**config.mk**
```make
export PLATFORM = sky130hd
export DESIGN_NAME = adder_rr_scheduler_flat
export DESIGN_NICKNAME = d
export VERILOG_FILES = /design/src/rtl/adder_rr_scheduler_if.sv /design/src/rtl/adder_rr_scheduler.sv /design/src/flat_wrapper.sv
export SDC_FILE = /design/constraint.sdc
export NUM_CORES = 1
export LEC_CHECK = 0
export BUFFER_PORTS_ARGS = -buffer_cell sky130_fd_sc_hd__buf_4
export CAP_MARGIN = 20
export CELL_PAD_IN_SITES_DETAIL_PLACEMENT = 2
export CELL_PAD_IN_SITES_GLOBAL_PLACEMENT = 2
export CORE_ASPECT_RATIO = 0.7
export CORE_UTILIZATION = 30
export CTS_CLUSTER_SIZE = 10
export DETAILED_ROUTE_END_ITERATION = 6
export GPL_TIMING_DRIVEN = 1
export PLACE_DENSITY_LB_ADDON = 0.1
export RECOVER_POWER = 25
export SLEW_MARGIN = 20
export SYNTH_ARGS = -nofsm -noshare
export SYNTH_HDL_FRONTEND = slang
export SYNTH_SLANG_ARGS = --single-unit
```
**constraint.sdc**
```tcl
create_clock -name clk -period 4.4 [get_ports clk]
set_clock_uncertainty 0.15 [all_clocks]
set_input_delay 0.22 -clock clk [delete_from_list [all_inputs] [get_ports clk]]
set_output_delay 0.22 -clock clk [all_outputs]
set_load 0.02 [all_outputs]
```
**src/rtl/adder_rr_scheduler_if.sv**
```systemverilog
// Requester, adder and response signals of the shared-adder scheduler.
// slave is the scheduler's view; master is the requesters/adder side.
interface adder_rr_scheduler_if #(
  parameter int NREQ  = 4,
  parameter int WIDTH = 32
);
  logic [NREQ-1:0]            req_valid;
  logic [NREQ-1:0][WIDTH-1:0] req_a;
  logic [NREQ-1:0][WIDTH-1:0] req_b;
  logic [NREQ-1:0]            req_cin;
  logic [NREQ-1:0]            req_ready;
  logic                       add_valid;
  logic [WIDTH-1:0]           add_a;
  logic [WIDTH-1:0]           add_b;
  logic                       add_cin;
  logic [WIDTH-1:0]           add_sum;
  logic                       add_cout;
  logic [NREQ-1:0]            rsp_valid;
  logic [NREQ-1:0]            rsp_ready;
  logic [NREQ-1:0][WIDTH-1:0] rsp_sum;
  logic [NREQ-1:0]            rsp_cout;
  logic [NREQ-1:0]            busy;

  modport slave (
    input  req_valid, req_a, req_b, req_cin, add_sum, add_cout, rsp_ready,
    output req_ready, add_valid, add_a, add_b, add_cin, rsp_valid, rsp_sum, rsp_cout, busy
  );

  modport master (
    output req_valid, req_a, req_b, req_cin, add_sum, add_cout, rsp_ready,
    input  req_ready, add_valid, add_a, add_b, add_cin, rsp_valid, rsp_sum, rsp_cout, busy
  );
endinterface

```
**src/rtl/adder_rr_scheduler.sv**
```systemverilog
// Round-robin scheduler sharing one pipelined adder between NREQ requesters,
// with a tag pipeline matched to adder latency and per-requester response slots.

module adder_rr_slot #(
  parameter int WIDTH = 32
) (
  input  logic             clk,
  input  logic             rst,
  input  logic             i_acc,
  input  logic             i_cap,
  input  logic [WIDTH-1:0] i_sum,
  input  logic             i_cout,
  input  logic             i_rsp_ready,
  output logic             o_busy,
  output logic             o_rsp_valid,
  output logic [WIDTH-1:0] o_rsp_sum,
  output logic             o_rsp_cout
);
  logic             r_busy;
  logic             r_rsp_valid;
  logic [WIDTH-1:0] r_rsp_sum;
  logic             r_rsp_cout;
  logic             w_hs;

  assign w_hs = r_rsp_valid & i_rsp_ready;

  // busy spans accept through response handshake, so one op outstanding max
  always_ff @(posedge clk or negedge rst) begin
    if (!rst) begin
      r_busy      <= 1'b0;
      r_rsp_valid <= 1'b0;
      r_rsp_sum   <= '0;
      r_rsp_cout  <= 1'b0;
    end else begin
      if (i_acc)     r_busy <= 1'b1;
      else if (w_hs) r_busy <= 1'b0;
      if (i_cap) begin
        r_rsp_valid <= 1'b1;
        r_rsp_sum   <= i_sum;
        r_rsp_cout  <= i_cout;
      end else if (w_hs) begin
        r_rsp_valid <= 1'b0;
      end
    end
  end

  always @(posedge clk) begin
    if (rst && i_cap) assert (r_busy && !r_rsp_valid);
    if (rst && i_acc) assert (!r_busy);
  end

  assign o_busy      = r_busy;
  assign o_rsp_valid = r_rsp_valid;
  assign o_rsp_sum   = r_rsp_sum;
  assign o_rsp_cout  = r_rsp_cout;
endmodule

module adder_rr_scheduler #(
  parameter int NREQ  = 4,
  parameter int WIDTH = 32,
  parameter int LAT   = 2
) (
  input  logic                 clk,
  input  logic                 rst,
  adder_rr_scheduler_if.slave  bus
);
  localparam int IW = $clog2(NREQ);

  typedef struct packed {
    logic [WIDTH-1:0] a;
    logic [WIDTH-1:0] b;
    logic             cin;
  } op_t;

  logic [NREQ-1:0]            w_busy;
  logic [NREQ-1:0]            w_elig;
  logic [NREQ-1:0]            w_grant;
  logic [NREQ-1:0]            w_cap;
  logic [NREQ-1:0]            w_rsp_valid;
  logic [NREQ-1:0][WIDTH-1:0] w_rsp_sum;
  logic [NREQ-1:0]            w_rsp_cout;
  logic                       w_any;
  logic [IW-1:0]              w_gidx;
  logic [IW:0]                w_sum;
  logic [IW-1:0]              w_idx;
  logic [IW-1:0]              r_ptr;
  op_t                        w_op;
  op_t                        r_op;
  logic [LAT:0]               r_vld_pipe;
  logic [LAT:0][IW-1:0]       r_id_pipe;

  assign w_elig = bus.req_valid & ~w_busy;

  // first eligible index after r_ptr, wrapping mod NREQ
  always_comb begin
    w_grant = '0;
    w_gidx  = '0;
    w_any   = 1'b0;
    w_sum   = '0;
    w_idx   = '0;
    for (int k = 1; k <= NREQ; k++) begin
      w_sum = {1'b0, r_ptr} + (IW+1)'(k);
      if (w_sum >= (IW+1)'(NREQ)) w_sum = w_sum - (IW+1)'(NREQ);
      w_idx = w_sum[IW-1:0];
      if (!w_any && w_elig[w_idx]) begin
        w_any          = 1'b1;
        w_gidx         = w_idx;
        w_grant[w_idx] = 1'b1;
      end
    end
  end

  always_comb begin
    w_op     = '0;
    w_op.a   = bus.req_a[w_gidx];
    w_op.b   = bus.req_b[w_gidx];
    w_op.cin = bus.req_cin[w_gidx];
  end

  // operands only load on acceptance so idle cycles leave the adder inputs quiet
  always_ff @(posedge clk or negedge rst) begin
    if (!rst) begin
      r_ptr      <= IW'(NREQ-1);
      r_op       <= '0;
      r_vld_pipe <= '0;
      r_id_pipe  <= '0;
    end else begin
      r_vld_pipe <= {r_vld_pipe[LAT-1:0], w_any};
      r_id_pipe  <= {r_id_pipe[LAT-1:0], w_gidx};
      if (w_any) begin
        r_ptr <= w_gidx;
        r_op  <= w_op;
      end
    end
  end

  for (genvar i = 0; i < NREQ; i++) begin : g_slot
    assign w_cap[i] = r_vld_pipe[LAT] && (r_id_pipe[LAT] == IW'(i));
    adder_rr_slot #(.WIDTH(WIDTH)) u_slot (
      .clk         (clk),
      .rst         (rst),
      .i_acc       (w_grant[i]),
      .i_cap       (w_cap[i]),
      .i_sum       (bus.add_sum),
      .i_cout      (bus.add_cout),
      .i_rsp_ready (bus.rsp_ready[i]),
      .o_busy      (w_busy[i]),
      .o_rsp_valid (w_rsp_valid[i]),
      .o_rsp_sum   (w_rsp_sum[i]),
      .o_rsp_cout  (w_rsp_cout[i])
    );
  end

  // grant is masked during reset since eligibility alone does not see rst
  assign bus.req_ready = rst ? w_grant : '0;
  assign bus.add_valid = r_vld_pipe[0];
  assign bus.add_a     = r_op.a;
  assign bus.add_b     = r_op.b;
  assign bus.add_cin   = r_op.cin;
  assign bus.rsp_valid = w_rsp_valid;
  assign bus.rsp_sum   = w_rsp_sum;
  assign bus.rsp_cout  = w_rsp_cout;
  assign bus.busy      = w_busy;
endmodule

```
**src/flat_wrapper.sv**
```systemverilog
// flat-port wrapper written by rule: the top's interface ports become plain ports
module adder_rr_scheduler_flat 
#(
  parameter int NREQ  = 4,
  parameter int WIDTH = 32,
  parameter int LAT   = 2
)
  (clk, rst, bus_req_valid, bus_req_a, bus_req_b, bus_req_cin, bus_add_sum, bus_add_cout, bus_rsp_ready, bus_req_ready, bus_add_valid, bus_add_a, bus_add_b, bus_add_cin, bus_rsp_valid, bus_rsp_sum, bus_rsp_cout, bus_busy);
  adder_rr_scheduler_if #(.NREQ(NREQ), .WIDTH(WIDTH)) bus_i ();
  input  logic clk;
  input  logic rst;
  input wire logic [$bits(bus_i.req_valid)-1:0] bus_req_valid;
  input wire logic [$bits(bus_i.req_a)-1:0] bus_req_a;
  input wire logic [$bits(bus_i.req_b)-1:0] bus_req_b;
  input wire logic [$bits(bus_i.req_cin)-1:0] bus_req_cin;
  input wire logic [$bits(bus_i.add_sum)-1:0] bus_add_sum;
  input wire logic [$bits(bus_i.add_cout)-1:0] bus_add_cout;
  input wire logic [$bits(bus_i.rsp_ready)-1:0] bus_rsp_ready;
  output wire logic [$bits(bus_i.req_ready)-1:0] bus_req_ready;
  output wire logic [$bits(bus_i.add_valid)-1:0] bus_add_valid;
  output wire logic [$bits(bus_i.add_a)-1:0] bus_add_a;
  output wire logic [$bits(bus_i.add_b)-1:0] bus_add_b;
  output wire logic [$bits(bus_i.add_cin)-1:0] bus_add_cin;
  output wire logic [$bits(bus_i.rsp_valid)-1:0] bus_rsp_valid;
  output wire logic [$bits(bus_i.rsp_sum)-1:0] bus_rsp_sum;
  output wire logic [$bits(bus_i.rsp_cout)-1:0] bus_rsp_cout;
  output wire logic [$bits(bus_i.busy)-1:0] bus_busy;
  assign bus_i.req_valid = bus_req_valid;
  assign bus_i.req_a = bus_req_a;
  assign bus_i.req_b = bus_req_b;
  assign bus_i.req_cin = bus_req_cin;
  assign bus_i.add_sum = bus_add_sum;
  assign bus_i.add_cout = bus_add_cout;
  assign bus_i.rsp_ready = bus_rsp_ready;
  assign bus_req_ready = bus_i.req_ready;
  assign bus_add_valid = bus_i.add_valid;
  assign bus_add_a = bus_i.add_a;
  assign bus_add_b = bus_i.add_b;
  assign bus_add_cin = bus_i.add_cin;
  assign bus_rsp_valid = bus_i.rsp_valid;
  assign bus_rsp_sum = bus_i.rsp_sum;
  assign bus_rsp_cout = bus_i.rsp_cout;
  assign bus_busy = bus_i.busy;
  adder_rr_scheduler #(.NREQ(NREQ), .WIDTH(WIDTH), .LAT(LAT)) u_core (.clk(clk), .rst(rst), .bus(bus_i));
endmodule
```
==> impl_metrics.toml, run 1 <==
[placed_design]
io_buffers = 512
place_area_um2 = 14750
dp_cells = 1759
dp.final_hpwl_mm = 32.47
place.gp.congestion = 0.7948
pre_cts_ws_ps = 694.1

[global_routing]
grt_pass1_wl_mm = 84.01
grt_overflow = 0
grt_antenna_before_repair = 10
grtUsageTotal_pct = 32.03
grt_max_degree = 112
grt_pass1_vias = 12360

[cts]
clock_path_buffers = 3
cts_buffers = 26
clkSinkCount = 216
htree_levels = 1
cts_tree = "built"
insertion_delay_ps = 540
path_clk_slew_ps = 70
postCtsSetupBuffers = 0
cts_root_buf = "clkbuf_16"

[cells_and_area]
drive_gt1_share_pct = 43.59
layout.cells.non_filler = 2077
fillers = 3369
final_util_pct = 53.04
areaGrowthSynthToFinish_pct = 71.39
final_common_cell = "buf_4"
nets = 1903
final_cell_mix = "471 x buf_4, 269 x dlygate4sd3_1, 214 x dfrtp_1"
fin_area_um2 = 18020

[logic_synthesis]
synth-simple-area-share_pct = 4.688
synth-seq-area-share_pct = 51.42
synth_area_leaders = "dfrtp_1 51%, mux2_2 14%, a211oi_1 6.4%"
synth-async-reset-ratio_pct = 100.0
synth_edf_count = 0
synthMuxAreaShare_pct = 20.75
synth_xor_area_share_pct = 0
synth_area_um2 = 10520
yosys.area.top_type = "dfrtp_1"
netlist-cell-type-count = 42
syn_avg_cell_area_um2 = 12.52
synth_cells = 840
synth.top_cell.area_share_pct = 50.92
ys_ff_latch = 216
synth_top_family_by_area = "multiplexers"
yosysWarningCount = 0
synth-adder-area-share_pct = 0.9518
synth_flop_cell = "dfrtp_1"
synth-compound-area-share_pct = 17.79
syn-num-nets = 1151

[sta]
drv_slew = 99
fin_tns_setup_ps = 0
hold-worst-slack_ps = 50.23
post-route-min-period_ps = 4297
max_freq_ghz = 0.2327
slew_headroom_pct = -80.20
worstMarginPinSlew_ps = 2703
hold_viol_final = 0
fin_ws_ps = 103.2
finalCritPeriodShare_pct = 97.65
finalSetupViolCount = 0

[worst_setup_path]
rrSetupSlack_ps = 100
crit_start = "u_core.r_ptr[1]"
critPathRequiredTime_ps = 4650
end_kind = "flop"
reg2reg_from = "u_core.r_ptr[1]"
start_kind = "flop"
regToRegEndpoint = "u_core.bus.add_b[31]"
reg2regPathDepth = 9
path_class = "reg2reg"
cp_max_fo = 40
crit_arrival_ps = 4550

[floorplanning]
pin_count = 513
die_w_um = 225.8
die_h_um = 158.6
rows = 56
start_util_pct = 30.95
coreArea_um2 = 33980
dieArea_um2 = 35820

[outcome]
violations = "capacitance limit, slew limit"
status = "finished with violations"

[pwr]
max-vdd-ir-drop_v = 0.0006491
power_density_nw_per_um2 = 865.9
leakagePower_nw = 8.210
total_power_mw = 15.61

[hold_path]
hold_class = "in2reg"
hold_end = "u_core.bus.add_b[15]"
whs_path_depth = 4
hold_start = "bus_req_b[79]"

[drt]
route.detailed.drc = 0
dr.pass1.iters = 6
drtIter0Drc = 451
routed_via_density = 5.067
wl_per_cell_um = 28.36
drt_wl_total_mm = 58.91
vias = 10520
ant_nets = 0

[run]
cap_violations = 1
## critical path, stage by stage (launching register included)
cell and delay (ps):
dfstp_2 660, inv_1 220, ha_1 490, mux4_2 460
a211oi_4 280, or2_4 180, buf_6 450, mux2i_1 180
dlygate4sd3_1 600, a211oi_1 430
## area by class of cell
class / instances / area [um^2] / share of cell area, %
multi-input combinational: 540 / 4696 / 26.05
inverter: 10 / 40.04 / 0.2221
clock buffer: 34 / 721.9 / 4.006
tap: 464 / 580.6 / 3.221
clock inverter: 1 / 7.507 / 0.04165
sequential: 216 / 5408 / 30.00
timing repair buffer: 798 / 6535 / 36.26
antenna: 14 / 35.03 / 0.1944
## cells by family after synthesis
kind of cell	Yosys count
compound gates	223
flops	216
mux	199
simple gates	110
buf+inv	84
fa+ha+maj	8
## layer usage
metal	share of wire, %	global-route usage, %
met1	37	33.97
met2	53	60.25
met3	6.1	8.304
met4	3.9	13.35
met5	0	0
## cells in the mapped netlist (4+ instances only)
cell and n:
mux2_2 132, ha_1 8, buf_6 12, a211oi_2 41
a21o_1 5, a22o_1 4, clkbuf_1 40, a211oi_1 89
o21a_1 64, mux2i_1 65, dfrtp_1 214, nand3_1 8
buf_4 12, nor2b_1 4, and2_1 4, o21ai_0 7
inv_1 7, buf_2 8, nor2_1 69, nand2_1 11
a221o_1 4
## power breakdown
| group | switching [mW] | total [mW] | internal, mW |
|---|---|---|---|
| logic | 5.51 | 9.73 | 4.22 |
| clock network | 0.906 | 2.03 | 1.13 |
| registers | 0.771 | 3.84 | 3.07 |
## state kept, by name (all words and copies together), names as in the netlist, 2 cells and up
| signal | cells |
|---|---|
| u_core.r_ptr | 2 |
| u_core.r_vld_pipe | 3 |
| u_core.g_slot.u_slot.o_busy | 4 |
| u_core.g_slot.u_slot.o_rsp_sum | 128 |
| u_core.bus.add_b | 32 |
| u_core.g_slot.u_slot.o_rsp_valid | 4 |
| u_core.g_slot.u_slot.o_rsp_cout | 4 |
| u_core.r_id_pipe | 6 |
| u_core.bus.add_a | 32 |
## worst max-delay path by stage
stage,cells past startpoint,slack (ps),endpoint
final,9,100,u_core.bus.add_b[31]
after CTS,11,130,u_core.bus.add_a[25]
after global placement,8,900,u_core.bus.add_b[24]
after floorplan,11,1490,u_core.bus.add_b[12]
after global routing,11,-6,u_core.bus.add_b[23]
after detailed placement,10,690,u_core.bus.add_a[0]
## timing repair
item,CTS,global route
endpoints found under the setup margin,0,21
gates resized for setup,0,3
endpoints found under the hold margin,296,0
hold buffers,269,0
No activity file was read; power rests on OpenSTA's default activity.
==> inputs of run 2 (changes only) <==
- PLACE_DENSITY: not set -> 0.93
- PLACE_DENSITY_LB_ADDON: 0.1 -> not set
==> run 2 against run 1 <==
The flow still finishes with violations (capacitance limit, slew limit). Die area unchanged. First-iteration DRC count increased by 0.22%. Global-route usage increased by 3.1 points. Clock power hardly changed. Cell count down 1.3%. Register-to-register slack improved by 20 ps. Setup slack improved by 16 ps. Clock-buffer cell count down 1. Flip-flop and latch count is the same. Largest cell class unchanged. Highest routed layer is now met5.
==> impl_metrics.toml, run 2 (same netlist as run 1, synthesis figures left out) <==
[outcome]
status = "finished with violations"
violations = "capacitance limit, slew limit"

[worst_setup_path]
critPathRequiredTime_ps = 4630
cp_max_fo = 67
path_class = "reg2reg"
end_kind = "flop"
cp_cell_sequence = "inv_1 > ha_2 > mux4_2 > a211oi_4 > or2_4 > buf_16 > mux2i_1 > dlygate4sd3_1 > a211oi_1"
start_kind = "flop"
cpPeakStageDelay_ps = 650
cp_num_buf_inv = 3
slowest_stage = "dfstp_2"
crit_arrival_ps = 4520
crit_family = "buffers and inverters"

[sta]
hold_viol_final = 0
slew_headroom_pct = -37.78
max_freq_ghz = 0.2336
finalSetupViolCount = 0
drv_slew = 78
rsz0062_at_grt = "false"
worstMarginPinSlew_ps = 2067
finalCritPeriodShare_pct = 97.29
fin_tns_setup_ps = 0
post-route-min-period_ps = 4281

[cts]
htree_levels = 1
cts_buffers = 26
insertion_delay_ps = 540
cts_tree = "built"
cts_root_buf = "clkbuf_16"
clock_path_buffers = 3
postCtsSetupBuffers = 0
path_clk_slew_ps = 70
clkSinkCount = 216

[drt]
vias = 10760
drt_wl_total_mm = 64.29
route.detailed.drc = 0
routed_via_density = 5.249
wl_per_cell_um = 31.36
drtIter0Drc = 452
dr.pass1.iters = 4
ant_nets = 0

[cells_and_area]
fillers = 3416
final_cell_mix = "437 x buf_4, 253 x dlygate4sd3_1, 214 x dfrtp_1"
final_common_cell = "buf_4"
final_util_pct = 52.21
nets = 1884
areaGrowthSynthToFinish_pct = 68.72
drive_gt1_share_pct = 42.22
largest_reg_flops = 128

[floorplanning]
coreArea_um2 = 33980
pin_count = 513
dieArea_um2 = 35820
start_util_pct = 30.95
die_w_um = 225.8
die_h_um = 158.6
rows = 56

[placed_design]
dp.final_hpwl_mm = 34.99
io_buffers = 512
place.gp.congestion = 0.8248

[pwr]
clock_power_share_pct = 12.8
p_comb_share_pct = 62.3
power.net_switching_mw = 7.606
leakagePower_nw = 8.007
sequentialPowerShare_pct = 24.9
power_density_nw_per_um2 = 893.4
max-vdd-ir-drop_v = 0.0006193
p_sw_share_pct = 47.98
p_int_mw = 8.246

[hold_path]
hold_class = "in2reg"

[global_routing]
grt_pass1_vias = 12890
grt_max_degree = 144
grt_overflow = 0
grtUsageTotal_pct = 35.12
grt_antenna_before_repair = 6
grt_pass1_wl_mm = 91.00

[run]
cap_violations = 1
-- run 2: changes by cell type in the layout (fill, tap and decap cells not counted), sizes merged --
cell         change
buf             -34
clkbuf          +30
clkinv           +2
clkinvlp         -1
diode            -8
dlygate4sd3     -16
-- run 2: power by group through the flow --
stage                     Clock (mW)  Sequential (mW)  Combinational (mW)
final                           2.03             3.95                9.87
after global routing            2.11             4.02                10.2
after CTS                       2.04             3.79                9.59
after detailed placement           0             3.79                8.69
after global placement             0             3.65                8.30
after floorplan                    0             4.73                4.23
-- run 2: cell type report --
type / count / area (um^2) / share of cell area (%)
multi-input combinational: 540 / 4708 / 26.54
clock inverter: 2 / 10.01 / 0.05641
inverter: 10 / 42.54 / 0.2398
antenna: 6 / 15.01 / 0.08462
clock buffer: 33 / 718.2 / 4.048
tap: 464 / 580.6 / 3.272
sequential: 216 / 5408 / 30.48
timing repair buffer: 779 / 6261 / 35.29
-- run 2: tightest hold or removal path, stage by stage --
cell and delay, ps:
buf_4 80, o21a_1 120, a211oi_1 60, a211oi_2 200
-- run 2: metrics by stage --
step	instances	setup slack (ps)	hold WS (ps)	power (mW)	instance area [um^2]
after floorplan	840	1494	-225.6	8.967	10520
after global placement	1756	963.8	96.78	11.95	14760
after detailed placement	1756	750.7	102.3	12.48	14760
after CTS	2044	249.2	2.607	15.42	18020
after global routing	2049	48.13	82.16	16.38	17740
final	2050	119.3	39.13	15.85	17740
-- run 2: final timing paths --
| kind | start | endpoint | slack, ps | cells past startpoint |
|---|---|---|---|---|
| max reg2reg | u_core.r_ptr[1] | u_core.bus.add_b[17] | 120 | 9 |
| min reg2reg | u_core.r_id_pipe[0] | u_core.r_id_pipe[2] | 200 | 0 |
| max | u_core.r_ptr[1] | u_core.bus.add_b[17] | 120 | 9 |
| min in group asynchronous | rst | u_core.g_slot[2].u_slot.o_busy | 730 | 2 |
| min | bus_req_b[68] | u_core.bus.add_b[4] | 40 | 4 |
| max in group asynchronous | rst | u_core.bus.add_b[29] | 1650 | 3 |
-- run 2: repair_timing --
action,in CTS,in global routing
resized for setup,0,7
hold endpoints to repair,278,0
hold buffers,253,0
setup endpoints to repair,0,19
-- run 2: per-layer routing --
layer,part of all wire [%],track usage [%]
met5,0.022,0
met3,5.3,6.994
met1,36,37.11
met4,5.3,18.76
met2,53,66.02
